--- src/rtl/d_fifo_drain_arbiter_pkg.sv ---
// Shared types and defaults for the destination-FIFO drain arbiter.
package d_fifo_drain_arbiter_pkg;

  typedef enum logic [1:0] {
    ST_IDLE  = 2'd0,
    ST_DRAIN = 2'd1,
    ST_STALL = 2'd2
  } state_t;

  localparam logic SRC_D0 = 1'b0;
  localparam logic SRC_D1 = 1'b1;

  localparam int unsigned DATA_W = 6;
  localparam int unsigned CNT_W  = 8;

endpackage

--- src/rtl/d_fifo_drain_arbiter_buffer.sv ---
// Two-entry output FIFO with simultaneous push/pop; head register holds its
// last value when the buffer drains empty.
module drain_out_buffer #(
  parameter int unsigned width = 7
) (
  input  logic             clk,
  input  logic             reset,
  input  logic             push,
  input  logic [width-1:0] push_data,
  input  logic             pop,
  output logic             valid,
  output logic [width-1:0] head,
  output logic [1:0]       occ
);

  logic [width-1:0] head_q;
  logic [width-1:0] tail_q;
  logic [1:0]       occ_q;
  logic             pop_eff;
  logic             push_eff;

  assign pop_eff  = pop & (occ_q != 2'd0);
  assign push_eff = push & ((occ_q != 2'd2) | pop_eff);

  always_ff @(posedge clk) begin
    if (reset) begin
      head_q <= '0;
      tail_q <= '0;
      occ_q  <= '0;
    end else begin
      case ({push_eff, pop_eff})
        2'b10: begin
          if (occ_q == 2'd0) head_q <= push_data;
          else               tail_q <= push_data;
          occ_q <= occ_q + 2'd1;
        end
        2'b01: begin
          if (occ_q == 2'd2) head_q <= tail_q;
          occ_q <= occ_q - 2'd1;
        end
        2'b11: begin
          if (occ_q == 2'd2) begin
            head_q <= tail_q;
            tail_q <= push_data;
          end else begin
            head_q <= push_data;
          end
        end
        default: ;
      endcase
    end
  end

  assign valid = (occ_q != 2'd0);
  assign head  = head_q;
  assign occ   = occ_q;

endmodule

--- src/rtl/d_fifo_drain_arbiter.sv ---
// Round-robin drain of destination FIFOs D0/D1 into one tagged output stream,
// gated by the full-logic active state, with per-destination delivery counters.
module d_fifo_drain_arbiter
  import d_fifo_drain_arbiter_pkg::*;
#(
  parameter int unsigned data_width = DATA_W,
  parameter int unsigned cnt_width  = CNT_W
) (
  input  logic                  clk,
  input  logic                  reset,
  input  logic                  active_in,
  input  logic                  empty_fifo_D0,
  input  logic                  empty_fifo_D1,
  input  logic [data_width-1:0] data_out_D0,
  input  logic [data_width-1:0] data_out_D1,
  output logic                  D0_pop,
  output logic                  D1_pop,
  input  logic                  sink_ready,
  output logic                  valid_out,
  output logic [data_width-1:0] data_out,
  output logic                  src_out,
  output logic [cnt_width-1:0]  cnt_D0,
  output logic [cnt_width-1:0]  cnt_D1,
  output logic                  idle_out
);

  localparam logic [cnt_width-1:0] CNT_ONE = cnt_width'(1);

  state_t              state;
  state_t              state_nxt;
  logic                last_grant;
  logic                pend_valid;
  logic                pend_src;
  logic [1:0]          occ;
  logic [2:0]          inflight;
  logic                xfer;
  logic                space_ok;
  logic                full_hold;
  logic                any_ne;
  logic                both_ne;
  logic                grant_d1;
  logic                pop_ok;
  logic [data_width:0] buf_head;

  assign xfer     = valid_out & sink_ready;
  // occ + pend_valid - xfer < 2, kept unsigned
  assign inflight  = {1'b0, occ} + {2'b00, pend_valid};
  assign space_ok  = (inflight < 3'd2) || ((inflight == 3'd2) && xfer);
  assign full_hold = (inflight >= 3'd2) && !xfer;

  assign any_ne   = !empty_fifo_D0 | !empty_fifo_D1;
  assign both_ne  = !empty_fifo_D0 & !empty_fifo_D1;
  assign grant_d1 = both_ne ? ~last_grant : empty_fifo_D0;
  assign pop_ok   = !reset & active_in & any_ne & space_ok & (state != ST_STALL);
  assign D0_pop   = pop_ok & (grant_d1 == SRC_D0);
  assign D1_pop   = pop_ok & (grant_d1 == SRC_D1);

  always_ff @(posedge clk) begin
    if (reset) begin
      last_grant <= SRC_D1;
      pend_valid <= 1'b0;
      pend_src   <= SRC_D0;
      cnt_D0     <= '0;
      cnt_D1     <= '0;
    end else begin
      pend_valid <= pop_ok;
      if (pop_ok) begin
        last_grant <= grant_d1;
        pend_src   <= grant_d1;
      end
      if (xfer) begin
        if (src_out == SRC_D1) cnt_D1 <= cnt_D1 + CNT_ONE;
        else                   cnt_D0 <= cnt_D0 + CNT_ONE;
      end
    end
  end

  drain_out_buffer #(.width(data_width + 1)) u_buf (
    .clk       (clk),
    .reset     (reset),
    .push      (pend_valid),
    .push_data ({pend_src, (pend_src == SRC_D1) ? data_out_D1 : data_out_D0}),
    .pop       (xfer),
    .valid     (valid_out),
    .head      (buf_head),
    .occ       (occ)
  );

  assign data_out = buf_head[data_width-1:0];
  assign src_out  = buf_head[data_width];

  always_ff @(posedge clk) begin
    if (reset) state <= ST_IDLE;
    else       state <= state_nxt;
  end

  always_comb begin
    state_nxt = state;
    case (state)
      ST_IDLE:  if (active_in && any_ne) state_nxt = ST_DRAIN;
      ST_DRAIN: begin
        if (full_hold)
          state_nxt = ST_STALL;
        else if ((occ == 2'd0) && !pend_valid && (!active_in || !any_ne))
          state_nxt = ST_IDLE;
      end
      ST_STALL: if (!full_hold) state_nxt = ST_DRAIN;
      default:  state_nxt = ST_IDLE;
    endcase
  end

  assign idle_out = (state == ST_IDLE);

endmodule

--- config.mk ---
export PLATFORM = sky130hd
export DESIGN_NAME = d_fifo_drain_arbiter
export DESIGN_NICKNAME = d
export VERILOG_FILES = /design/src/rtl/d_fifo_drain_arbiter_pkg.sv /design/src/rtl/d_fifo_drain_arbiter_buffer.sv /design/src/rtl/d_fifo_drain_arbiter.sv
export SDC_FILE = /design/constraint.sdc
export NUM_CORES = 1
export LEC_CHECK = 0
export ABC_AREA = 0
export BUFFER_PORTS_ARGS = -buffer_cell sky130_fd_sc_hd__buf_2
export CAP_MARGIN = 20
export CORE_ASPECT_RATIO = 1.75
export CORE_MARGIN = 2
export CORE_UTILIZATION = 57
export DETAILED_ROUTE_END_ITERATION = 7
export GPL_ROUTABILITY_DRIVEN = 0
export HOLD_SLACK_MARGIN = 0.12
export PLACE_DENSITY = 0.84
export SYNTH_ARGS = -nofsm -noshare
export SYNTH_HDL_FRONTEND = slang
export SYNTH_SLANG_ARGS = --single-unit
--- constraint.sdc ---
create_clock -name clk -period 5.05 [get_ports clk]
set_input_delay 1.2625 -clock clk [delete_from_list [all_inputs] [get_ports clk]]
set_output_delay 1.2625 -clock clk [all_outputs]
set_load 0.1 [all_outputs]
Word level (Yosys, flattened, before mapping)
Cells that the tools add are included.
- flip-flop bits (word level): 37
- input bits: 18
- output and inout bits: 27
- logic and storage cells: 87
- bitwise operators: 15
- reduce and logical (&&, ||, !) cells: 25
- equality and inequality tests: 16
- order comparisons: 2
- mux-type cells: 15
- $add $sub $neg: 5
- operators with widths (operator ; count):
    $mux 7 ; 5
    $pmux 7 s3 ; 1
    $add 8x1->8 const B ; 2
    $pmux 7 s2 ; 1
    $and 1x1->1 ; 10
    $ne 2x2->1 const B ; 5
    $reduce_and 3->1 ; 3
    $eq 2x2->1 const B ; 4
    $mux 2 ; 4
    $logic_not 1->1 ; 7
    $mux 6 ; 1
    $ne 2x1->1 const B ; 3
    $pmux 2 s3 ; 1
    $reduce_bool 2->1 ; 3
    $logic_and 1x1->1 ; 5
    $eq 2x1->1 const B ; 2
    $logic_not 2->1 ; 2
    $pmux 2 s2 ; 1
    $reduce_and 2->1 ; 2
    $add 2x1->3 ; 1
    $eq 3x2->1 const B ; 1
    $ge 3x2->1 const B ; 1
    $lt 3x2->1 const B ; 1
    $ne 3x3->1 const B ; 1
    7 further kinds ; 11

Longest topological paths before layout
Gate-level depths: netlist of run 1.
- word-level depth: 8
- depth in mapped cells: 6
- mapped depth without buffers: 6

By module
A second synthesis of run 1 with hierarchy kept.
- cells, all modules: 201
- area, all modules: 1858.0 um^2
- by module, submodules not included (module ; cells each ; sequential area each (um^2) ; times used ; area an instance (um^2)):
    d_fifo_drain_arbiter ; 125 ; 420.4 ; 1 ; 1078.5
    drain_out_buffer ; 76 ; 320.3 ; 1 ; 779.5

Worst setup path after synthesis of run 1
OpenSTA, ideal clock, no wires.
- kind: input to output
- start: in active_in
- end: out D0_pop
- buffers on the path: 0
- data required time: 3.788 ns
- stages on the path: 3
- setup slack: -0.088 ns
- arrival: 3.875 ns
- cells stage by stage: a21bo_2 > a211o_1 > nor3_1
- cells in the longest elaborated chain, start to end: 5
- RTL lines (element ; line ; source):
    from (decl) ; d_fifo_drain_arbiter.sv:11 ; input logic active_in,
    $and 1x1->1 (4 in a row) ; d_fifo_drain_arbiter.sv:54 ; assign pop_ok = !reset & active_in & any_ne & space_ok & (state != ST_STALL);
    $and 1x1->1 ; d_fifo_drain_arbiter.sv:55 ; assign D0_pop = pop_ok & (grant_d1 == SRC_D0);
    to (decl) ; d_fifo_drain_arbiter.sv:16 ; output logic D0_pop,
Every way passes these cells.

Final worst setup path of run 1
- start: in empty_fifo_D1
- end: out D1_pop
- cells in the longest elaborated chain, start to end: 6
- RTL lines (element ; line ; source):
    from (decl) ; d_fifo_drain_arbiter.sv:13 ; input logic empty_fifo_D1,
    $logic_not 1->1 * ; d_fifo_drain_arbiter.sv:51, d_fifo_drain_arbiter.sv:52 ;
    $or 1x1->1 ; d_fifo_drain_arbiter.sv:51 ; assign any_ne = !empty_fifo_D0 | !empty_fifo_D1;
    $and 1x1->1 (3 in a row) ; d_fifo_drain_arbiter.sv:54 ;
    $and 1x1->1 * ; d_fifo_drain_arbiter.sv:56 ; assign D1_pop = pop_ok & (grant_d1 == SRC_D1);
    to (decl) ; d_fifo_drain_arbiter.sv:17 ; output logic D1_pop,
Mark *: on every way between the ends. The rest lies on a longest branch, timed or not.

==> metrics.md, run 1 <==
| Metric | Value |
|---|---|
| Status | complete, no violations |
| Vias in the first global route | 1,398 |
| Register area share after synthesis | 0.387 |
| Final ANT Viol Nets | 0 |
| Data required time of the worst path | 3.79 ns |
| RSZ-0062 raised after global routing | no |
| Final core occ | 0.708 |
| Clock Latency Late Sink | 0.29 ns |
| Post-Syn Area | 1910 sq um |
| Average vias per placed instance | 5.24 |
| First-pass GRT wire length | 5980 microns |
| Leading area contributor after synthesis | dfxtp_1 |
| DP Cell Count | 284 |
| Critical-path maximum fanout | 4 |
| Peak VDD IR | 301 uV |
| NumNets Final | 272 |
| Leakage | 0.000902 uW |
| Final Skew | 0.00935 ns |
| Worst hold-check path type | flop to flop |
| DIE AREA | 3860 sq um |
| Worst EP arrival | 2.64 ns |
| PortBufs | 44 |
| RR Startpoint | u_buf.occ[0]$_SDFFE_PP0P_ |
| Post-CTS Setup Repair Bufs | 0 |
| Dominant synthesized flop cell | dfxtp_1 |
| Post_cts resized | 0 |
| Setup_tns | 0 ns |
| Pins over their slew limit | 0 |
| Final non-filler cell total | 292 |
| Post-synth ARST share | 0 |
| #FFs+latches synth | 37 |
| Count leader, synth | dfxtp_1 |
| Largest net degree at the start of global routing | 42 |
| FMAX | 257 MHz |
| WL final | 3630 microns |
| Final period util | 0.772 |
| CTS tree | done |
| Area post-placement | 2130 sq um |
| CP Class | primary input to primary output |
| Final hold violation count | 0 |
| Leading cell types by count after synthesis | dfxtp_1 (37), nor2_1 (28), mux2i_1 (16) |
| 1st-pass router iterations | 3 |
| Layout fillers | 275 |
| H-tree Lvls | 2 |
| Layout cells sized above 1 | 0.281 |
| Post-CTS Hold Buffers | 0 |
| Area grow syn2layout | 17.5% |
| Dpl ws | 1.15 ns |
| Max cap viols | 0 |
| Number of synthesized flops with an enable pin | 0 |
| Top-area cell type share of the netlist area | 0.387 |
| Hold Crit Start | u_buf.head[3]$_SDFFE_PP0P_ |
| R2r worst-path depth | 6 |
| Clock Tree Root | clkbuf_8 |
| Core Box Area | 3180 sq um |
| Reg2Reg Setup Slack | 2.98 ns |
| Die Wd | 47.8 microns |
| Library cells used by synthesis | 42 |
| Final worst-path setup slack | 1.15 ns |
| Drt wl/cell | 12.4 microns |
| Synth warnings | 0 |
| Synth Instances | 207 |
| CTS Buffer Depth | 2 |
| Syn Nets | 231 |
| Initial core utilization | 0.603 |
| Hold path endpoint | u_buf.head[3]$_SDFFE_PP0P_ |
| Rel. slew slack | 0.379 |
| Iter 0 DRT Violations | 17 |
| Worst flop-to-flop path endpoint | pend_src$_SDFFE_PP0P_ |
| Ports | 45 |
| Slew @ Worst Pin | 0.929 ns |
| Clock Sinks | 37 |
| Via count | 1,530 |
| Worst Setup End Kind | primary output |
| Num CTS Buffers | 5 |
| Global Route Usage Sum | 0.215 |
| Clock-pin slew on the worst setup and hold paths | 0.08 ns |
| DRC viols | 0 |
| Avg Inst Size Synth | 9.25 sq um |
| Worst Hold Depth | 2 |
| Top cells by area, synth | dfxtp_1 (39%), mux2i_1 (8.4%), nor2_1 (5.5%) |
| Initial antenna violation count | 0 |
| Grt ovf | 0 |
| Critical Path Source Type | primary input |
| ANT cells | 0 |
| Die H | 80.7 microns |
| Cell Pwr Density | 304 nW/um^2 |
| Tmin final | 3.90 ns |
| Hpwl dp | 2630 microns |
| Finished layout cell area | 2250 sq um |
| Final setup vio count | 0 |
| Row Count | 27 |
## registers in the layout, summed over array words and instances, names as in the netlist
register and cells:
pend_src 1, u_buf.head 7, state 2, cnt_D1 8, cnt_D0 8, last_grant 1, u_buf.occ 2, pend_valid 1
u_buf.tail_q 7
## area by class of cell
| type | instances | area, sq um | area share |
|---|---|---|---|
| Clock buffer | 6 | 82.6 | 0.0367 |
| Clock inverter | 2 | 37.5 | 0.0167 |
| Inverter | 5 | 18.8 | 0.00835 |
| Multi-Input combinational cell | 154 | 1090 | 0.484 |
| Sequential cell | 37 | 741 | 0.329 |
| Tap cell | 43 | 53.8 | 0.0239 |
| Timing Repair Buffer | 45 | 228 | 0.101 |
## critical path, stage by stage
cell and delay, ns:
buf_2 0.10, a21bo_2 0.22, a211o_1 0.26, or2_1 0.26, nor2b_1 0.11, buf_2 0.43
## layout by cell type (no fill, tap or decap), types with 2 or more instances in the layout
cell,n
nor4_1,2
nand2_1,10
nand2b_1,13
mux2_2,6
buf_2,44
nand3_1,8
mux2i_1,16
a31oi_1,2
a21oi_1,7
ha_1,6
inv_1,5
o22ai_1,6
nor2_1,28
xnor2_1,9
nand3b_1,2
o21ai_4,2
dfxtp_1,37
nor2b_1,2
o21ai_0,7
nor3_1,7
or3_1,2
clkbuf_8,6
## through the flow
stage / power (uW) / hold WS, ns
finish: 685 / 0.484
global route: 713 / 0.502
CTS: 690 / 0.487
detailed placement: 426 / 0.473
global placement: 424 / 0.470
floorplan: 407 / 0.460
## per-layer routing
layer | vias up | track usage | share of wire
li1 | 796 | - | -
met1 | 698 | 0.239 | 0.42
met2 | 30 | 0.369 | 0.53
met3 | 6 | 0.0607 | 0.036
met4 | 0 | 0.0730 | 0.016
met5 | - | 0 | 0
## power breakdown
part	leakage, uW	total, uW	switching, uW	internal [uW]
clock	0.0000574	266	106	161
sequential	0.000300	311	12.0	300
combinational	0.000544	107	76.3	30.6
total	0.000902	685	194	491
## worst max path at each step
stage                               from      to  slack, ns  depth (start not counted)
4_1_cts                    empty_fifo_D1  D1_pop       1.15                          6
2_1_floorplan                  active_in  D1_pop       0.47                          4
5_1_grt        u_buf.occ[0]$_SDFFE_PP0P_  D1_pop       1.01                          7
3_3_place_gp               empty_fifo_D1  D1_pop       1.16                          6
3_5_place_dp               empty_fifo_D1  D1_pop       1.15                          6
6_report                   empty_fifo_D1  D1_pop       1.15                          6
## cells by family after synthesis
kind of cell,Yosys count,share of synthesized area
AND/OR/NAND/NOR,81,0.218
flip-flops,37,0.387
AO/OA/AOI/OAI,34,0.135
multiplexers,23,0.127
buffers and inverters,16,0.0477
XOR/XNOR,10,0.0458
adder cells (fa/ha/maj),6,0.0392
No activity file was read; power rests on OpenSTA's default activity.
==> inputs of run 2 (changes only) <==
- CORE_UTILIZATION: 57 -> 53
- PLACE_DENSITY: 0.84 -> 0.79
- clock period: 5.05 -> 3.9 ns (I/O delays scaled with it)
==> metrics.md, run 2 (synthesis gave the netlist of run 1 again) <==
| Metric | Value |
|---|---|
| Most common cell after layout, fill and taps aside | buf_2 |
| CTS Buffer Depth | 2 (unchanged) |
| Layout cells sized above 1 | 0.288 (+0.00688) |
| Global Route Usage Sum | 0.203 (-0.0115) |
| Peak VDD IR | 262 uV (-13%) |
| RSZ-0062 raised after global routing | no |
| H-tree Lvls | 2 (unchanged) |
| CTS tree | done |
| Reg2Reg Setup Slack | 1.89 ns (-1.09 ns) |
| Data required time of the worst path | 2.92 ns (-0.87 ns) |
| Post_cts resized | 0 (unchanged) |
| Biggest regs | cnt_D0: 8 flops, cnt_D1: 8 flops |
| RR Startpoint | u_buf.occ[1]$_SDFFE_PP0P_ |
| Vias in the first global route | 1,560 (+12%) |
| Initial core utilization | 0.558 (-0.0453) |
| Row Count | 28 (+3.7%) |
| Most frequent cells in the layout | buf_2 (44), dfxtp_1 (37), nor2_1 (28), mux2i_1 (16), nand2b_1 (13) |
| Status | complete, no violations |
| First-pass GRT wire length | 6560 microns (+9.6%) |
| Met3 routed WL | 170 microns (+29%) |
| Tmin final | 3.36 ns |
| Drt wl/cell | 13.1 microns (+5.1%) |
| Die Wd | 49.4 microns (+3.4%) |
| NumNets Final | 273 (+0.37%) |
| Core Box Area | 3430 sq um (+8.1%) |
| Area grow syn2layout | 16.9% |
| Clock-pin slew on the worst setup and hold paths | 0.08 ns (about the same) |
| Worst EP arrival | 2.38 ns (-0.26 ns) |
| Hold slack | 0.487 ns (+0.00349 ns) |
| Initial antenna violation count | 0 (unchanged) |
| 1st-pass router iterations | 4 (+1) |
| Num CTS Buffers | 5 (unchanged) |
| Clock Sinks | 37 (unchanged) |
| Die H | 83.5 microns (+3.5%) |
| Slew @ Worst Pin | 0.924 ns (-0.00450 ns) |
| Critical Path Source Type | flop |
| Rel. slew slack | 0.382 (+0.00301) |
| Worst hold-check path type | flop to flop |
| Iter 0 DRT Violations | 25 (+8) |
| Max cap viols | 0 (unchanged) |
| Clock Tree Root | clkbuf_8 |
| PortBufs | 44 (unchanged) |
| Setup_tns | 0 ns (unchanged) |
| Clock Latency Late Sink | 0.29 ns (about the same) |
| Final ANT Viol Nets | 0 (unchanged) |
| Final hold violation count | 0 (unchanged) |
| Final Skew | 0.00915 ns (-0.000200 ns) |
| CP Launch Point | u_buf.occ[1]$_SDFFE_PP0P_ |
| Average vias per placed instance | 5.28 (+0.79%) |
| R2r worst-path depth | 4 (-2) |
| Via count | 1,558 (+1.8%) |
| DIE AREA | 4130 sq um (+7.0%) |
| Worst flop-to-flop path endpoint | u_buf.tail_q[5]$_SDFFE_PP0P_ |
| Final period util | 0.860 |
| Worst Setup End Kind | primary output |
| Pins over their slew limit | 0 (unchanged) |
| Ports | 45 (unchanged) |
| Critical-path maximum fanout | 13 (+9) |
| CP Class | flop to primary output |
| Highest metal used | met4 |
| M1 WL | 1490 microns (-2.7%) |
| Largest net degree at the start of global routing | 42 (unchanged) |
| DRC viols | 0 (unchanged) |
| Post-CTS Setup Repair Bufs | 0 (unchanged) |
| DP Cell Count | 287 (+1.1%) |
| Hpwl dp | 2830 microns (+7.9%) |
| Leakage | 0.000902 uW (about the same) |
| WL final | 3850 microns (+6.2%) |
| Crit path capture | D1_pop |
| ANT cells | 0 (unchanged) |
| Cell Pwr Density | 369 nW/um^2 (+21%) |
| Final setup vio count | 0 (unchanged) |
| Post-CTS Hold Buffers | 0 (unchanged) |
| Met2 routed WL | 2130 microns (+12%) |
| FMAX | 298 MHz |
| Final non-filler cell total | 295 (+1.0%) |
| Grt ovf | 0 (unchanged) |
==> run 2: critical path, stage by stage, from the launching register on <==
cell and delay [ns]:
dfxtp_1 0.67, inv_1 0.17, ha_1 0.31, a31oi_1 0.09, or2_1 0.30, nor2b_2 0.12
buf_2 0.42
==> run 2: report_power, final <==
part / internal (uW) / switching, uW / total [uW]
registers: 388 / 12.8 / 401
clock network: 143 / 139 / 282
logic: 40.5 / 103 / 143
total: 571 / 254 / 825
==> run 2: final cells by class <==
cell class | instances | area [sq um]
fill | 330 | 1200
multi-input combinational | 154 | 1090
sequential | 37 | 741
timing repair buffer | 46 | 235
clock buffer | 6 | 82.6
tap | 45 | 56.3
inverter | 5 | 18.8
clock inverter | 2 | 13.8
==> run 2: worst min-delay path by stage <==
| stage | from | end | slack [ns] | cells past startpoint |
|---|---|---|---|---|
| floorplan | u_buf.tail_q[0]$_SDFFE_PP0P_ | u_buf.tail_q[0]$_SDFFE_PP0P_ | 0.46 | 2 |
| global placement | u_buf.head[3]$_SDFFE_PP0P_ | u_buf.head[3]$_SDFFE_PP0P_ | 0.47 | 2 |
| detailed placement | u_buf.head[0]$_SDFFE_PP0P_ | u_buf.head[0]$_SDFFE_PP0P_ | 0.47 | 2 |
| finish | u_buf.head[0]$_SDFFE_PP0P_ | u_buf.head[0]$_SDFFE_PP0P_ | 0.49 | 2 |
| CTS | u_buf.head[0]$_SDFFE_PP0P_ | u_buf.head[0]$_SDFFE_PP0P_ | 0.49 | 2 |
| global route | cnt_D1[7]$_SDFFE_PP0P_ | cnt_D1[7]$_SDFFE_PP0P_ | 0.51 | 2 |
==> run 2: through the flow <==
step	instance area (sq um)	utilization	total power [uW]	setup slack [ns]
detailed placement	2140	0.624	554	0.559
CTS	2240	0.652	833	0.528
finish	2240	0.652	825	0.545
global route	2240	0.652	854	0.372
floorplan	1920	-	528	0.233
global placement	2140	0.624	551	0.592
==> run 2: metal layers <==
metal / vias to the layer above / GRT usage
li1: 797 / -
met1: 720 / 0.190
met2: 35 / 0.404
met3: 6 / 0.0484
met4: 0 / 0.0758
met5: - / 0
